[src/rtl/serial_adder_if.sv]
// Operand/result bundle between the issuing controller and the serial adder.
interface serial_adder_if #(
  parameter int unsigned WIDTH = 8
);
  logic             start;
  logic [WIDTH-1:0] a;
  logic [WIDTH-1:0] b;
  logic             carry_in;
  logic             busy;
  logic             done;
  logic [WIDTH-1:0] sum;
  logic             carry_out;
  logic             overflow;

  modport master (
    output start, a, b, carry_in,
    input  busy, done, sum, carry_out, overflow
  );

  modport slave (
    input  start, a, b, carry_in,
    output busy, done, sum, carry_out, overflow
  );
endinterface

[src/rtl/serial_adder.sv]
// Multi-cycle adder: a DIGIT-bit adder slice iterated WIDTH/DIGIT times per add.
module serial_adder #(
  parameter int unsigned WIDTH = 8,
  parameter int unsigned DIGIT = 1
) (
  input  logic           clk,
  input  logic           reset,
  serial_adder_if.slave  bus
);
  localparam int unsigned N  = (DIGIT == 0) ? 1 : WIDTH / DIGIT;
  localparam int unsigned CW = (N > 1) ? $clog2(N) : 1;
  localparam int unsigned DW = DIGIT + 1;

  // Reject parameter combinations the slice cannot tile.
  if (WIDTH < 2 || DIGIT == 0 || (WIDTH % DIGIT) != 0) begin : g_bad_params
    $fatal(1, "serial_adder: WIDTH must be >= 2 and a multiple of DIGIT");
  end

  typedef enum logic [1:0] {
    IDLE = 2'd0,
    RUN  = 2'd1,
    DONE = 2'd2
  } state_t;

  state_t            state;
  state_t            state_next;
  logic [WIDTH-1:0]  a_reg;
  logic [WIDTH-1:0]  b_reg;
  logic [WIDTH-1:0]  work;
  logic [WIDTH-1:0]  work_next;
  logic              carry;
  logic [CW-1:0]     count;
  logic [31:0]       idx;
  logic [DIGIT-1:0]  a_dig;
  logic [DIGIT-1:0]  b_dig;
  logic [DIGIT:0]    digit_sum;
  logic              accept;
  logic              last;

  logic              busy_q;
  logic              done_q;
  logic [WIDTH-1:0]  sum_q;
  logic              carry_out_q;
  logic              overflow_q;

  assign bus.busy      = busy_q;
  assign bus.done      = done_q;
  assign bus.sum       = sum_q;
  assign bus.carry_out = carry_out_q;
  assign bus.overflow  = overflow_q;

  // State register.
  always_ff @(posedge clk) begin
    if (reset) state <= IDLE;
    else       state <= state_next;
  end

  // Next state, start acceptance and the current digit's slice sum.
  always_comb begin
    state_next = state;
    accept     = 1'b0;
    idx        = 32'(count) * DIGIT;
    a_dig      = a_reg[idx +: DIGIT];
    b_dig      = b_reg[idx +: DIGIT];
    digit_sum  = {1'b0, a_dig} + {1'b0, b_dig} + DW'(carry);
    work_next  = work;
    work_next[idx +: DIGIT] = digit_sum[DIGIT-1:0];
    last       = (count == CW'(N - 1));
    case (state)
      IDLE: begin
        if (bus.start) begin
          accept     = 1'b1;
          state_next = RUN;
        end
      end
      RUN: begin
        if (last) state_next = DONE;
      end
      DONE: begin
        if (bus.start) begin
          accept     = 1'b1;
          state_next = RUN;
        end else begin
          state_next = IDLE;
        end
      end
      default: state_next = IDLE;
    endcase
  end

  // Operand capture, digit iteration and result publication.
  always_ff @(posedge clk) begin
    if (reset) begin
      busy_q      <= 1'b0;
      done_q      <= 1'b0;
      sum_q       <= '0;
      carry_out_q <= 1'b0;
      overflow_q  <= 1'b0;
      a_reg       <= '0;
      b_reg       <= '0;
      work        <= '0;
      carry       <= 1'b0;
      count       <= '0;
    end else begin
      busy_q <= (state_next == RUN);
      done_q <= (state_next == DONE);
      if (accept) begin
        a_reg <= bus.a;
        b_reg <= bus.b;
        carry <= bus.carry_in;
        work  <= '0;
        count <= '0;
      end else if (state == RUN) begin
        work  <= work_next;
        carry <= digit_sum[DIGIT];
        count <= last ? '0 : count + CW'(1);
        if (last) begin
          sum_q       <= work_next;
          carry_out_q <= digit_sum[DIGIT];
          // a^b^s at the MSB recovers the carry into the MSB.
          overflow_q  <= a_reg[WIDTH-1] ^ b_reg[WIDTH-1] ^ work_next[WIDTH-1] ^ digit_sum[DIGIT];
        end
      end
    end
  end
endmodule

[src/flat_wrapper.sv]
// flat-port wrapper written by rule: the top's interface ports become plain ports
module serial_adder_flat 
#(
  parameter int unsigned WIDTH = 8,
  parameter int unsigned DIGIT = 1
)
  (clk, reset, bus_start, bus_a, bus_b, bus_carry_in, bus_busy, bus_done, bus_sum, bus_carry_out, bus_overflow);
  serial_adder_if #(.WIDTH(WIDTH)) bus_i ();
  input  logic clk;
  input  logic reset;
  input wire logic [$bits(bus_i.start)-1:0] bus_start;
  input wire logic [$bits(bus_i.a)-1:0] bus_a;
  input wire logic [$bits(bus_i.b)-1:0] bus_b;
  input wire logic [$bits(bus_i.carry_in)-1:0] bus_carry_in;
  output wire logic [$bits(bus_i.busy)-1:0] bus_busy;
  output wire logic [$bits(bus_i.done)-1:0] bus_done;
  output wire logic [$bits(bus_i.sum)-1:0] bus_sum;
  output wire logic [$bits(bus_i.carry_out)-1:0] bus_carry_out;
  output wire logic [$bits(bus_i.overflow)-1:0] bus_overflow;
  assign bus_i.start = bus_start;
  assign bus_i.a = bus_a;
  assign bus_i.b = bus_b;
  assign bus_i.carry_in = bus_carry_in;
  assign bus_busy = bus_i.busy;
  assign bus_done = bus_i.done;
  assign bus_sum = bus_i.sum;
  assign bus_carry_out = bus_i.carry_out;
  assign bus_overflow = bus_i.overflow;
  serial_adder #(.WIDTH(WIDTH), .DIGIT(DIGIT)) u_core (.clk(clk), .reset(reset), .bus(bus_i));
endmodule
[config.mk]
export PLATFORM = sky130hd
export DESIGN_NAME = serial_adder_flat
export DESIGN_NICKNAME = d
export VERILOG_FILES = /design/src/rtl/serial_adder_if.sv /design/src/rtl/serial_adder.sv /design/src/flat_wrapper.sv
export SDC_FILE = /design/constraint.sdc
export NUM_CORES = 1
export LEC_CHECK = 0
export ABC_AREA = 1
export CORE_MARGIN = 4
export CORE_UTILIZATION = 47
export DETAILED_ROUTE_END_ITERATION = 12
export PLACE_DENSITY = 0.74
export SYNTH_ARGS = -nofsm -noshare
export SYNTH_HDL_FRONTEND = slang
export SYNTH_SLANG_ARGS = --single-unit
[constraint.sdc]
create_clock -name clk -period 2.25 [get_ports clk]
set_input_delay 0.3375 -clock clk [delete_from_list [all_inputs] [get_ports clk]]
set_output_delay 0.3375 -clock clk [all_outputs]
set_load 0.01 [all_outputs]
==> flow_metrics.env <==
export IMPL_outcome="finished, final reports clean"
export IMPL_cp_required_ns=2.48
export IMPL_wire_per_inst_um=11.9
export IMPL_worst_path_stages=14
export IMPL_cts_sinks=42
export IMPL_drtIter0Drc=69
export IMPL_io_pins=32
export IMPL_finalHoldViolations=0
export IMPL_clk_pin_slew_worst_paths_ns=0.07
export IMPL_drive_above_1_share=0.128
export IMPL_avgSynthCellArea_um2=7.58
export IMPL_die_w_um=72.9
export IMPL_viasPerCell=5.13
export IMPL_rows=23
export IMPL_drtAntennaViolNets=0
export IMPL_finalNonFillerCells=346
export IMPL_r2r_end="u_core.bus.overflow$_SDFFE_PP0P_"
export IMPL_crit_path_max_incr_delay_ns=0.50
export IMPL_synthesis_nets=289
export IMPL_switching_share=0.277
export IMPL_final_cell_mix="nor2_1, dfxtp_1, o21ai_0"
export IMPL_hold_buffers=0
export IMPL_leakage_uw=0.00101
export IMPL_fin_util=0.607
export IMPL_synth_area_mux_share=0
export IMPL_drt_pre_antenna_iters=4
export IMPL_cp_endpoint="u_core.bus.overflow$_SDFFE_PP0P_"
export IMPL_route_detailed_drc=0
export IMPL_ir_drop_mv=0.372
export IMPL_start_util=0.491
export IMPL_yosys_area_share_xor_xnor=0
export IMPL_grtUsageTotal=0.175
export IMPL_relSlewSlack=0.699
export IMPL_regArea_um2=848
export IMPL_synth_cells=261
export IMPL_antenna_found_initial=0
export IMPL_final_fill_count=391
export IMPL_clock_fmax_ghz=0.475
export IMPL_root_buffer="clkbuf_8"
export IMPL_clockBufferDepth=2
export IMPL_setup_ws_ns=0.143
export IMPL_maxCapViolCount=0
export IMPL_cp_start_kind="flop"
export IMPL_path_buf_inv=1
export IMPL_synthFlopType="dfxtp_1"
export IMPL_htree_levels=2
export IMPL_worst_pin_slew_ns=0.451
export IMPL_dp_hpwl_um=3130
export IMPL_syn_area_mm2=0.00198
export IMPL_synth_edf_count=0
export IMPL_r2r_start="u_core.count[0]$_SDFFE_PP0N_"
export IMPL_ff2ff_setup_slack_ns=0.14
export IMPL_path_cells="buf_4 -> nand2_1 -> nand3_1 -> o21ai_0 -> nor2_1 -> a21oi_2 -> fa_1 -> nor2_2 -> nand2_1 -> nand3_2 -> nand2_2 -> nand2_1 -> nand2_1 -> a21oi_2"
export IMPL_final_nets=324
export IMPL_clkPwrFrac=0.290
export IMPL_fin_hold_ws_ns=0.481
export IMPL_setup_violations=0
export IMPL_async_flop_share=0
export IMPL_synth_seq_cells=42
export IMPL_clock_latency_ns=0.29
export IMPL_grt_max_degree=22
export IMPL_preCtsSetupSlack_ns=-0.0469
export IMPL_crit_type="reg2reg"
export IMPL_timing_final_crit_share=0.936
export IMPL_skew_ns=0.00442
export IMPL_synthAdderAreaFrac=0.0544
export IMPL_synth_compound_area_frac=0.210
export IMPL_path_common_cell="nand2_1"
export IMPL_synthSimpleGateAreaFrac=0.230
export IMPL_grt_pass1_vias=1709
export IMPL_worstSetupEndpointType="flop"
export IMPL_p_int_uw=1120
export IMPL_cts_tree="built"
export IMPL_cp_arrival_ns=2.34
export IMPL_power_frac_comb=0.187
export IMPL_synth_top_family_by_area="simple AND/OR/NAND/NOR gates"
export IMPL_crit_path_start="u_core.count[0]$_SDFFE_PP0N_"
export IMPL_reg2reg_depth=14
export IMPL_cp_max_fo=9
export IMPL_antenna_diode_count=0
export IMPL_die_area_mm2=0.00531
export IMPL_hold_path_depth=2
export IMPL_crit_slowest_cell="fa_1"
export IMPL_seqPwrFrac=0.523
export IMPL_hp_class="reg2reg"
export IMPL_place_gp_congestion=0.939
export IMPL_maxSlewViolCount=0
export IMPL_numCtsBuffers=5
export IMPL_critPathTopFamily="simple AND/OR/NAND/NOR gates"
export IMPL_grt_first_pass_wirelength_um=7250
export IMPL_synth_seq_area_share=0.425
export IMPL_yosysWarnings=0
export IMPL_num_vias=1776
export IMPL_period_needed_ns=2.11
export IMPL_area_growth_pct=23.7
export IMPL_coreArea_mm2=0.00403
export IMPL_port_buffers=31
export IMPL_yosys_cell_types_count=32
export IMPL_routed_wl_um=4110
export IMPL_overflow=0
export IMPL_dieHeight_um=72.9
export IMPL_p_per_area_mw_per_mm2=631
export IMPL_dpl_cell_count=339
export IMPL_multi_input_comb_area_um2=986
export IMPL_switching_power_uw=428
## synthesized netlist by cell type, types with 3 or more instances
| cell type | number | area [um2] |
|---|---|---|
| nor2_1 | 40 | 150 |
| a21oi_1 | 25 | 125 |
| nand2_1 | 30 | 113 |
| nand2_2 | 5 | 31.3 |
| nand3_1 | 8 | 40.0 |
| inv_2 | 4 | 15.0 |
| nor3_1 | 3 | 15.0 |
| ha_1 | 7 | 87.6 |
| nand4_1 | 3 | 18.8 |
| dfxtp_1 | 42 | 841 |
| o21ai_1 | 7 | 35.0 |
| o21ai_0 | 37 | 185 |
| inv_1 | 19 | 71.3 |
| clkbuf_1 | 3 | 11.3 |
| nor2_2 | 5 | 31.3 |
## per-stage QoR
stage,setup TNS (ns),area [um2],power [uW]
after floorplan,0,1980,1010
after global placement,-0.0697,2350,1100
after CTS,0,2430,1550
after detailed placement,-0.205,2350,1110
final,0,2450,1540
after global routing,-0.00199,2450,1630
## area by class of cell
cell class	count	area share
multi-input cells	185	0.403
flip-flops and latches	42	0.347
repair buffers	37	0.150
inverters	25	0.0435
clock buffers	7	0.0312
well taps	50	0.0256
## what timing repair did
item | CTS | global route
endpoints found under the setup margin | 7 | 17
pin swaps | 0 | 2
setup buffers | 0 | 0
resized for setup | 1 | 9
## power groups by stage
stage          clock [uW]  sequential [uW]  combinational (uW)
2_1_floorplan           0              818                 197
3_3_place_gp            0              825                 276
3_5_place_dp            0              825                 283
4_1_cts               462              808                 285
5_1_grt               488              812                 328
6_report              448              808                 289
## cell families after synthesis
group / after synthesis
AND/OR/NAND/NOR: 99
AO/OA/AOI/OAI: 78
adder cells (fa/ha/maj): 8
flip-flops: 42
buffers and inverters: 34
## metal layers
metal  vias up  part of all wire  GRT usage
li1        934                 -          -
met1       797              0.46      0.210
met2        35              0.47      0.293
met3        10             0.044     0.0455
met4         0             0.028     0.0758
met5         -                 0          0
## how the worst min path moves through the flow
stage                                              start                             end  slack [ns]
after floorplan                                    reset      u_core.bus.busy$_SDFF_PP0_        0.41
after global placement         u_core.carry$_SDFFE_PP0P_       u_core.carry$_SDFFE_PP0P_        0.47
after detailed placement  u_core.bus.sum[7]$_SDFFE_PP0P_  u_core.bus.sum[7]$_SDFFE_PP0P_        0.47
after CTS                 u_core.bus.sum[7]$_SDFFE_PP0P_  u_core.bus.sum[7]$_SDFFE_PP0P_        0.48
after global routing      u_core.bus.sum[7]$_SDFFE_PP0P_  u_core.bus.sum[7]$_SDFFE_PP0P_        0.51
final                     u_core.bus.sum[7]$_SDFFE_PP0P_  u_core.bus.sum[7]$_SDFFE_PP0P_        0.48
## worst min-delay path: cells and delay by family (launching register included)
family,cells,cell delay (ns)
compound gates,1,0.05
flops,1,0.32
simple gates,1,0.07
(Power assumes the default switching activity.)
